<file path="src/rtl/msg_event_collector.sv">
// -----------------------------------------------------------------------------
// msg_event_collector
//
// Purpose:
//   Collects typed message events that monitors, checkers and BFMs raise during
//   simulation. Each accepted event is timestamped and counted by type. It is
//   enqueued for a drain agent only when its severity reaches the current
//   threshold. STOP and EXIT actions become request flags for the bench top
//   level.
//
// Ports:
//   clk, rst_n        clock (rising edge), asynchronous active-low reset
//   evt_valid/ready   event handshake; transfer when both are high
//   evt_src/code      source ID and message code of the offered event
//   evt_type          0 INFO, 1 WARN, 2 ERROR, 3 FATAL
//   evt_svrt          0 LOW, 1 MEDIUM, 2 HIGH, 3 HIGHEST
//   evt_act           0 LOG, 1 STOP, 2 EXIT, 3 reserved (behaves as LOG)
//   svrt_thold        minimum severity that is enqueued
//   clr_cnt           pulse: clear all per-type counters
//   resume            pulse: leave STOPPED
//   rec_valid/ready   record FIFO head handshake; pop when both are high
//   rec_data          head record {ts, type, svrt, src, code}
//   stop_req          high while STOPPED
//   exit_req          high in DONE (terminal until reset)
//   cnt_*             saturating accepted-event counts per type
//   fifo_level        current record FIFO occupancy
// -----------------------------------------------------------------------------
module msg_event_collector #(
    parameter int FIFO_DEPTH = 8,
    parameter int SRC_W      = 4,
    parameter int CODE_W     = 16,
    parameter int CNT_W      = 16,
    parameter int TS_W       = 32
) (
    input  logic                            clk,
    input  logic                            rst_n,
    input  logic                            evt_valid,
    output logic                            evt_ready,
    input  logic [SRC_W-1:0]                evt_src,
    input  logic [CODE_W-1:0]               evt_code,
    input  logic [1:0]                      evt_type,
    input  logic [1:0]                      evt_svrt,
    input  logic [1:0]                      evt_act,
    input  logic [1:0]                      svrt_thold,
    input  logic                            clr_cnt,
    input  logic                            resume,
    output logic                            rec_valid,
    input  logic                            rec_ready,
    output logic [TS_W+SRC_W+CODE_W+3:0]    rec_data,
    output logic                            stop_req,
    output logic                            exit_req,
    output logic [CNT_W-1:0]                cnt_info,
    output logic [CNT_W-1:0]                cnt_warn,
    output logic [CNT_W-1:0]                cnt_error,
    output logic [CNT_W-1:0]                cnt_fatal,
    output logic [$clog2(FIFO_DEPTH):0]     fifo_level
);

    localparam int AW    = $clog2(FIFO_DEPTH);
    localparam int LVL_W = AW + 1;
    localparam int REC_W = TS_W + SRC_W + CODE_W + 4;

    localparam logic [LVL_W-1:0] FULL_LVL = LVL_W'(FIFO_DEPTH);
    localparam logic [CNT_W-1:0] CNT_MAX  = '1;
    localparam logic [CNT_W-1:0] CNT_ONE  = CNT_W'(1);

    localparam logic [1:0] ST_RUN     = 2'd0;
    localparam logic [1:0] ST_STOPPED = 2'd1;
    localparam logic [1:0] ST_DRAIN   = 2'd2;
    localparam logic [1:0] ST_DONE    = 2'd3;

    localparam logic [1:0] ACT_STOP = 2'd1;
    localparam logic [1:0] ACT_EXIT = 2'd2;

    logic [1:0]             state_q, state_d;
    logic                   ready_en_q;
    logic [TS_W-1:0]        ts_q;
    logic [AW-1:0]          wr_ptr_q, rd_ptr_q;
    logic [LVL_W-1:0]       level_q, level_d;
    logic [REC_W-1:0]       mem_q [FIFO_DEPTH];
    logic [3:0][CNT_W-1:0]  cnt_vec;

    logic accept;
    logic push;
    logic pop;

    // ready_en_q holds evt_ready low while in reset and releases it on the
    // first clock edge after rst_n deasserts. Everything here is registered,
    // so a pop in the same cycle can never unblock a full FIFO.
    assign evt_ready = ready_en_q && (state_q == ST_RUN) && (level_q < FULL_LVL);
    assign accept    = evt_valid && evt_ready;
    assign push      = accept && (evt_svrt >= svrt_thold);
    assign rec_valid = (level_q != '0);
    assign pop       = rec_valid && rec_ready;
    assign rec_data  = mem_q[rd_ptr_q];

    assign stop_req   = (state_q == ST_STOPPED);
    assign exit_req   = (state_q == ST_DONE);
    assign fifo_level = level_q;

    assign cnt_info  = cnt_vec[0];
    assign cnt_warn  = cnt_vec[1];
    assign cnt_error = cnt_vec[2];
    assign cnt_fatal = cnt_vec[3];

    // Control FSM; the reserved action code falls through as LOG.
    always_comb begin
        state_d = state_q;
        case (state_q)
            ST_RUN: begin
                if (accept) begin
                    if (evt_act == ACT_STOP) begin
                        state_d = ST_STOPPED;
                    end else if (evt_act == ACT_EXIT) begin
                        state_d = ST_DRAIN;
                    end
                end
            end
            ST_STOPPED: begin
                if (resume) begin
                    state_d = ST_RUN;
                end
            end
            ST_DRAIN: begin
                if (level_q == '0) begin
                    state_d = ST_DONE;
                end
            end
            default: state_d = ST_DONE;
        endcase
    end

    always_comb begin
        level_d = level_q;
        case ({push, pop})
            2'b10:   level_d = level_q + 1'b1;
            2'b01:   level_d = level_q - 1'b1;
            default: level_d = level_q;
        endcase
    end

    always_ff @(posedge clk or negedge rst_n) begin
        if (!rst_n) begin
            state_q    <= ST_RUN;
            ready_en_q <= 1'b0;
            ts_q       <= '0;
            wr_ptr_q   <= '0;
            rd_ptr_q   <= '0;
            level_q    <= '0;
        end else begin
            state_q    <= state_d;
            ready_en_q <= 1'b1;
            ts_q       <= ts_q + 1'b1;
            level_q    <= level_d;
            if (push) begin
                wr_ptr_q <= wr_ptr_q + 1'b1;
            end
            if (pop) begin
                rd_ptr_q <= rd_ptr_q + 1'b1;
            end
        end
    end

    // Record storage needs no reset: only entries below level_q are visible.
    always_ff @(posedge clk) begin
        if (push) begin
            mem_q[wr_ptr_q] <= {ts_q, evt_type, evt_svrt, evt_src, evt_code};
        end
    end

    // Per-type saturating counters. A clear that coincides with an accept
    // leaves the accepted type at 1, so the event is never lost.
    genvar gi;
    generate
        for (gi = 0; gi < 4; gi++) begin : g_cnt
            logic [CNT_W-1:0] cnt_q, cnt_d;

            always_comb begin
                cnt_d = clr_cnt ? '0 : cnt_q;
                if (accept && (evt_type == 2'(gi))) begin
                    if (clr_cnt) begin
                        cnt_d = CNT_ONE;
                    end else if (cnt_q != CNT_MAX) begin
                        cnt_d = cnt_q + 1'b1;
                    end
                end
            end

            always_ff @(posedge clk or negedge rst_n) begin
                if (!rst_n) begin
                    cnt_q <= '0;
                end else begin
                    cnt_q <= cnt_d;
                end
            end

            assign cnt_vec[gi] = cnt_q;
        end
    endgenerate

endmodule

</file>
<file path="config.mk">
export PLATFORM = sky130hd
export DESIGN_NAME = msg_event_collector
export DESIGN_NICKNAME = d
export VERILOG_FILES = /design/src/rtl/msg_event_collector.sv
export SDC_FILE = /design/constraint.sdc
export NUM_CORES = 1
export LEC_CHECK = 0
export ABC_AREA = 1
export CAP_MARGIN = 40
export CORE_MARGIN = 1.5
export CORE_UTILIZATION = 53
export CTS_CLUSTER_SIZE = 28
export DETAILED_ROUTE_END_ITERATION = 7
export HOLD_SLACK_MARGIN = 0.08
export PLACE_DENSITY = 0.73
export SLEW_MARGIN = 20
export SYNTH_ARGS = -nofsm -noshare
export SYNTH_HDL_FRONTEND = slang
export SYNTH_SLANG_ARGS = --single-unit
</file>
<file path="constraint.sdc">
create_clock -name clk -period 5.1 [get_ports clk]
set_input_delay 1.02 -clock clk [delete_from_list [all_inputs] [get_ports clk]]
set_output_delay 1.02 -clock clk [all_outputs]
set_load 0.05 [all_outputs]
</file>
## Word-level counts from Yosys, hierarchy flattened

Memories as Yosys holds them, arrays and structs flattened.
Cells that the tools add are included.

- Flip-flop bits (word level): 109
- Logic and storage cells: 80
- Memories kept: 1
- Output and inout bits: 128
- Input port bits: 34
- Bits in writable memories: 448

- Mux-type cells: 25
- Reduce and logical (&&, ||, !) cells: 15
- $lt $le $gt $ge: 2
- Eq/ne operators: 18
- Add/sub/neg operators: 9

Memory list:

| memory | depth | bits a word | rd ports | clocked after Yosys merged registers in | wr ports | line | RTL |
|---|---|---|---|---|---|---|---|
| mem_q | 8 | 56 | 1 | 0 | 1 | 80 | `logic [REC_W-1:0] mem_q [FIFO_DEPTH];` |

Operator list:

| cell | count |
|---|---|
| $mux W16 | 16 |
| $add A16 B1 Y16 const B | 4 |
| $ne A16 B16 Y1 const B | 4 |
| $add A32 B1 Y32 const B | 1 |
| $eq A2 B2 Y1 const B | 6 |
| $mux W2 | 5 |
| $logic_and A1 B1 Y1 | 9 |
| $eq A2 B1 Y1 const B | 4 |
| $pmux W4 S2 | 1 |
| $add A3 B1 Y3 const B | 2 |
| $ne A2 B2 Y1 const B | 3 |
| $pmux W2 S3 | 1 |
| $add A4 B1 Y4 const B | 1 |
| $logic_not A2 Y1 | 2 |
| $logic_not A4 Y1 | 1 |
| $lt A4 B4 Y1 const B | 1 |
| $reduce_and A4 Y1 | 1 |
| $reduce_bool A4 Y1 | 1 |
| $sub A4 B1 Y4 const B | 1 |
| $ne A3 B1 Y1 const B | 1 |
| $ge A2 B2 Y1 | 1 |
| $mux W1 | 2 |
| $reduce_bool A2 Y1 | 1 |

## Logic depth before layout (Yosys ltp)

- Word-level depth: 7
- Gate-level depth with buffers: 14
- Gate-level depth less buffers: 14

## Least setup slack after synthesis

Ideal clock, no wire load.

- Path type: input -> register
- Start point: in evt_svrt[0]
- End point: mem mem_q[5][0] in the netlist's numbering (enable)
- Cell stages on the path: 6
- Data arrival time: 5551 ps
- Slack: -990 ps
- Library setup time: 539 ps
- Required time: 4561 ps
- Path through: inv_1 > ha_1 > o21ai_0 > a21oi_4 > nand2_1 > nor3_1

- Word-level cells in the longest chain between the ends: 4

RTL lines:

| what | line | RTL |
|---|---|---|
| start: declaration | 42 | `input logic [1:0] evt_svrt,` |
| $ge A2 B2 Y1 | 92 | `assign push = accept && (evt_svrt >= svrt_thold);` |
| $logic_and A1 B1 Y1 | 92 |  |
| $mux W1 | 166 | `if (push) begin` |
| $mux W1 (not written as such) | 167 | `mem_q[wr_ptr_q] <= {ts_q, evt_type, evt_svrt, evt_src, evt_code};` |
| end: declaration | 80 |  |

Every way passes these cells.

## Worst setup path after layout

- Start point: reg rd_ptr_q[0]
- End point: out rec_data[40]

- Word-level cells in the longest chain between the ends: 1

RTL lines:

| what | line | RTL |
|---|---|---|
| start: declaration | 78 | `logic [AW-1:0] wr_ptr_q, rd_ptr_q;` |
| start signal: assignment | 159 | `rd_ptr_q <= rd_ptr_q + 1'b1;` |
| $mem_v2 Z8 W56 | n/a |  |
| end: declaration | 49 | `output logic [TS_W+SRC_W+CODE_W+3:0] rec_data,` |

Every way passes these cells.

==> key figures <==
Timing
  • Final setup violation count: 0
  • Slew headroom: between 50% and 60%
  • Fmax: 218 MHz
  • Minimum clock period: about 4.6 ns
  • Hold Violations, Final: 0
  • Worst Max-Slew Pin Slew: 0.710 ns
  • Fin Hold WS: ~0.4 ns
  • Final period util: roughly 90%
  • RSZ-0062 raised after global routing: false
  • Fin. max-slew vios: 0
  • Clock Skews: ~0.014 ns

Power
  • Leakage Power: ~0.011 uW
  • Seq pwr share: 55.1%
  • Combinational power share: 1.1%
  • Clk network pwr share: between 40% and 50%
  • Sw Share: approximately a fifth
  • P_int: around 7000 uW
  • Maximum vdd drop: 0.000238 V
  • PD cells: 314 nW/um2
  • Sw power: between 1500 and 2000 uW

Die
  • Die X-Extent: around 220 um
  • Starting Density: between 50% and 60%
  • Core Region: between 40,000 and 50,000 um2
  • Area of the die: 46,700 um2
  • Ports: 162
  • Die Y: around 220 um
  • Row count: between 70 and 80

Worst setup path
  • Reg2reg setup slack: approximately 2.5 ns
  • Worst-path fanout max: 57
  • Worst setup EP type: primary output
  • Setup Crit Path Kind: reg -> out
  • Startpoint Class: register
  • CP arrival: approximately 3.6 ns
  • Data required time of the worst path: 4.08 ns

Drt
  • Final Routed Wirelength: 54,300 um
  • Drt first pass iters: 5
  • Vias per inst: between 5 and 6
  • Wire per inst: 17.9 um
  • Starting DRT DRC Count: about 1,300
  • DRT antenna net count: 0
  • Vias: 17,000
  • Drt drc: 0

CTS
  • # resized after CTS: 0
  • CTS tree: done
  • CTS buffer count: 55
  • Hold buffers post-CTS: 0
  • Skew-Pair Late Insertion Delay: 0.60 ns
  • Clock Sinks: about 560
  • Max Buffers Root-to-Sink: 3
  • Setup Buffers After CTS: 0
  • CTS H-tree lvls: 2
  • Clock transition at path regs: roughly 0.060 ns
  • CTS root buf: clkbuf_16

Synthesis
  • Most used DFF post-synth: edfxtp_1
  • Asr flop ratio synth: about a fifth
  • Syn_nets: around 2,300
  • Post-Syn Area: between 20,000 and 25,000 um2
  • Post-synth EDFFs: ~450
  • Synthesized flop and latch total: ~560
  • Yosys warning total: 0
  • Average cell area after synthesis: 10.7 um2
  • Register area share after synthesis: about 67%
  • Netlist cell types: 38
  • Post-synthesis cell count: 2,244

Global routing
  • GRT Overall Usage: approximately a quarter
  • Largest net degree at the start of global routing: 116
  • Initial antenna violation count: 0
  • Vias in the first global route: between 15,000 and 20,000
  • GR Overflow Total: 0
  • First-pass GRT wire length: 86,900 um

Hold path
  • Worst hold path type: in -> async

Finish
  • Commonest non-fill, non-tap cell in the layout: nor2_1
  • N_diodes: 0
  • Final nets: approximately 2,400
  • Area delta synth->final: 17.1%
  • Most frequent cells in the layout: 510 x nor2_1, 448 x edfxtp_1, 439 x nand2_1, 160 x clkdlybuf4s50_1, 130 x o21ai_0
  • Finished Cell Area: around 28,000 um2
  • Layout Cells excl Fill: approximately 3,000
  • Ratio of cells with drive above 1 in the final layout: 6.35%

Flow run
  • Max-cap violations: 0

Placed design
  • Area after DPL: around 26,000 um2
  • Gpl congestion: 0.893
  • Dpl hpwl: about 31,000 um
  • Port Buffer Count: around 160
  • Cells after DPL: 2,927

Outcome
  • Status: completed
[state kept, by name, indices dropped and copies added (netlist names)]
register,flops
mem_q,448
ts_q,32
cnt_error,16
cnt_fatal,16
cnt_info,16
cnt_warn,16
fifo_level,4
rd_ptr_q,3
wr_ptr_q,3
state_q,2
ready_en_q,1
[worst paths after layout]
check / from / to / cells after the start
min: rst_n / cnt_fatal[13]$_DFF_PN0_ / 1
min reg2reg: wr_ptr_q[0]$_DFFE_PN0P_ / wr_ptr_q[0]$_DFFE_PN0P_ / 2
max in group asynchronous: rst_n / ts_q[22]$_DFF_PN0_ / 2
max reg2reg: state_q[1]$_DFFE_PN0P_ / mem_q[6][51]$_DFFE_PP_ / 7
min in group clk: wr_ptr_q[0]$_DFFE_PN0P_ / wr_ptr_q[0]$_DFFE_PN0P_ / 2
max: rd_ptr_q[0]$_DFFE_PN0P_ / rec_data[40] / 6
[kinds of logic (layout without fill, tap and decap cells)]
family	after synthesis	in the layout	share of synthesized area, %
compound gates	263	263	7.33
xor+xnor	39	39	1.42
fa+ha+maj	12	12	0.623
buf+inv	226	423	3.87
flops	557	557	67.2
other cells	1	1	0.0156
simple gates	1146	1146	19.6
[power by group through the flow]
stage               clock network, uW  registers [uW]  logic [uW]
global route                     4120            4880         106
CTS                              3950            4880        94.4
finish                           3880            4880        95.1
detailed placement                  0            4970        93.9
global placement                    0            4970        91.2
floorplan                           0            4970        21.9
[layer usage]
| layer | routed length [um] | global-route usage (%) | part of all wire [%] |
|---|---|---|---|
| met3 | 3350 | 3.66 | 6.2 |
| met1 | 23700 | 32.1 | 44 |
| met2 | 26200 | 38.1 | 48 |
| met4 | 1080 | 7.45 | 2.0 |
| met5 | 0 | 0 | 0 |
[per-stage QoR]
| stage | power (uW) | setup slack, ns | setup TNS [ns] | util, % |
|---|---|---|---|---|
| floorplan | 5000 | -0.990 | -166.35 | - |
| finish | 8860 | 0.523 | 0 | 63.4 |
| detailed placement | 5070 | 1.14 | 0 | 59.3 |
| global placement | 5060 | 1.18 | 0 | 59.3 |
| global route | 9110 | 0.303 | 0 | 63.4 |
| CTS | 8920 | 0.503 | 0 | 63.2 |
[cell usage after synthesis, drive strengths merged, types with 4 or more instances]
| master | n | area share, % |
|---|---|---|
| nor2 | 521 | 8.3 |
| edfxtp | 448 | 56 |
| nand2 | 439 | 6.8 |
| o21ai | 131 | 2.7 |
| inv | 124 | 1.9 |
| o32ai | 112 | 4.1 |
| dfrtp | 109 | 11 |
| nand3 | 104 | 2.2 |
| buf | 51 | 1.1 |
| clkbuf | 51 | 0.79 |
| nand4 | 42 | 1.2 |
| nor3 | 30 | 0.69 |
| xor2 | 22 | 0.80 |
| xnor2 | 17 | 0.62 |
| ha | 12 | 0.62 |
| a21oi | 9 | 0.23 |
| a31oi | 8 | 0.21 |
| nand3b | 4 | 0.12 |
| or2 | 4 | 0.11 |
[area by class of cell]
type                       count  area (um2)
fill                        3388       16300
sequential                   557       16200
multi-input combinational   1461        7030
timing repair buffer         196        2050
clock buffer                  70        1480
tap                          592         741
inverter                     124         470
clock inverter                33         259
[critical path, stage by stage, from the launching register on]
cell and delay, ns:
dfrtp_4 0.86, buf_4 0.61, nor2_1 0.11, o32ai_1 0.34, nand2_1 0.08, nand2_1 0.10, clkdlybuf4s50_1 0.82
Note: power is estimated with default switching activity, not from simulation.
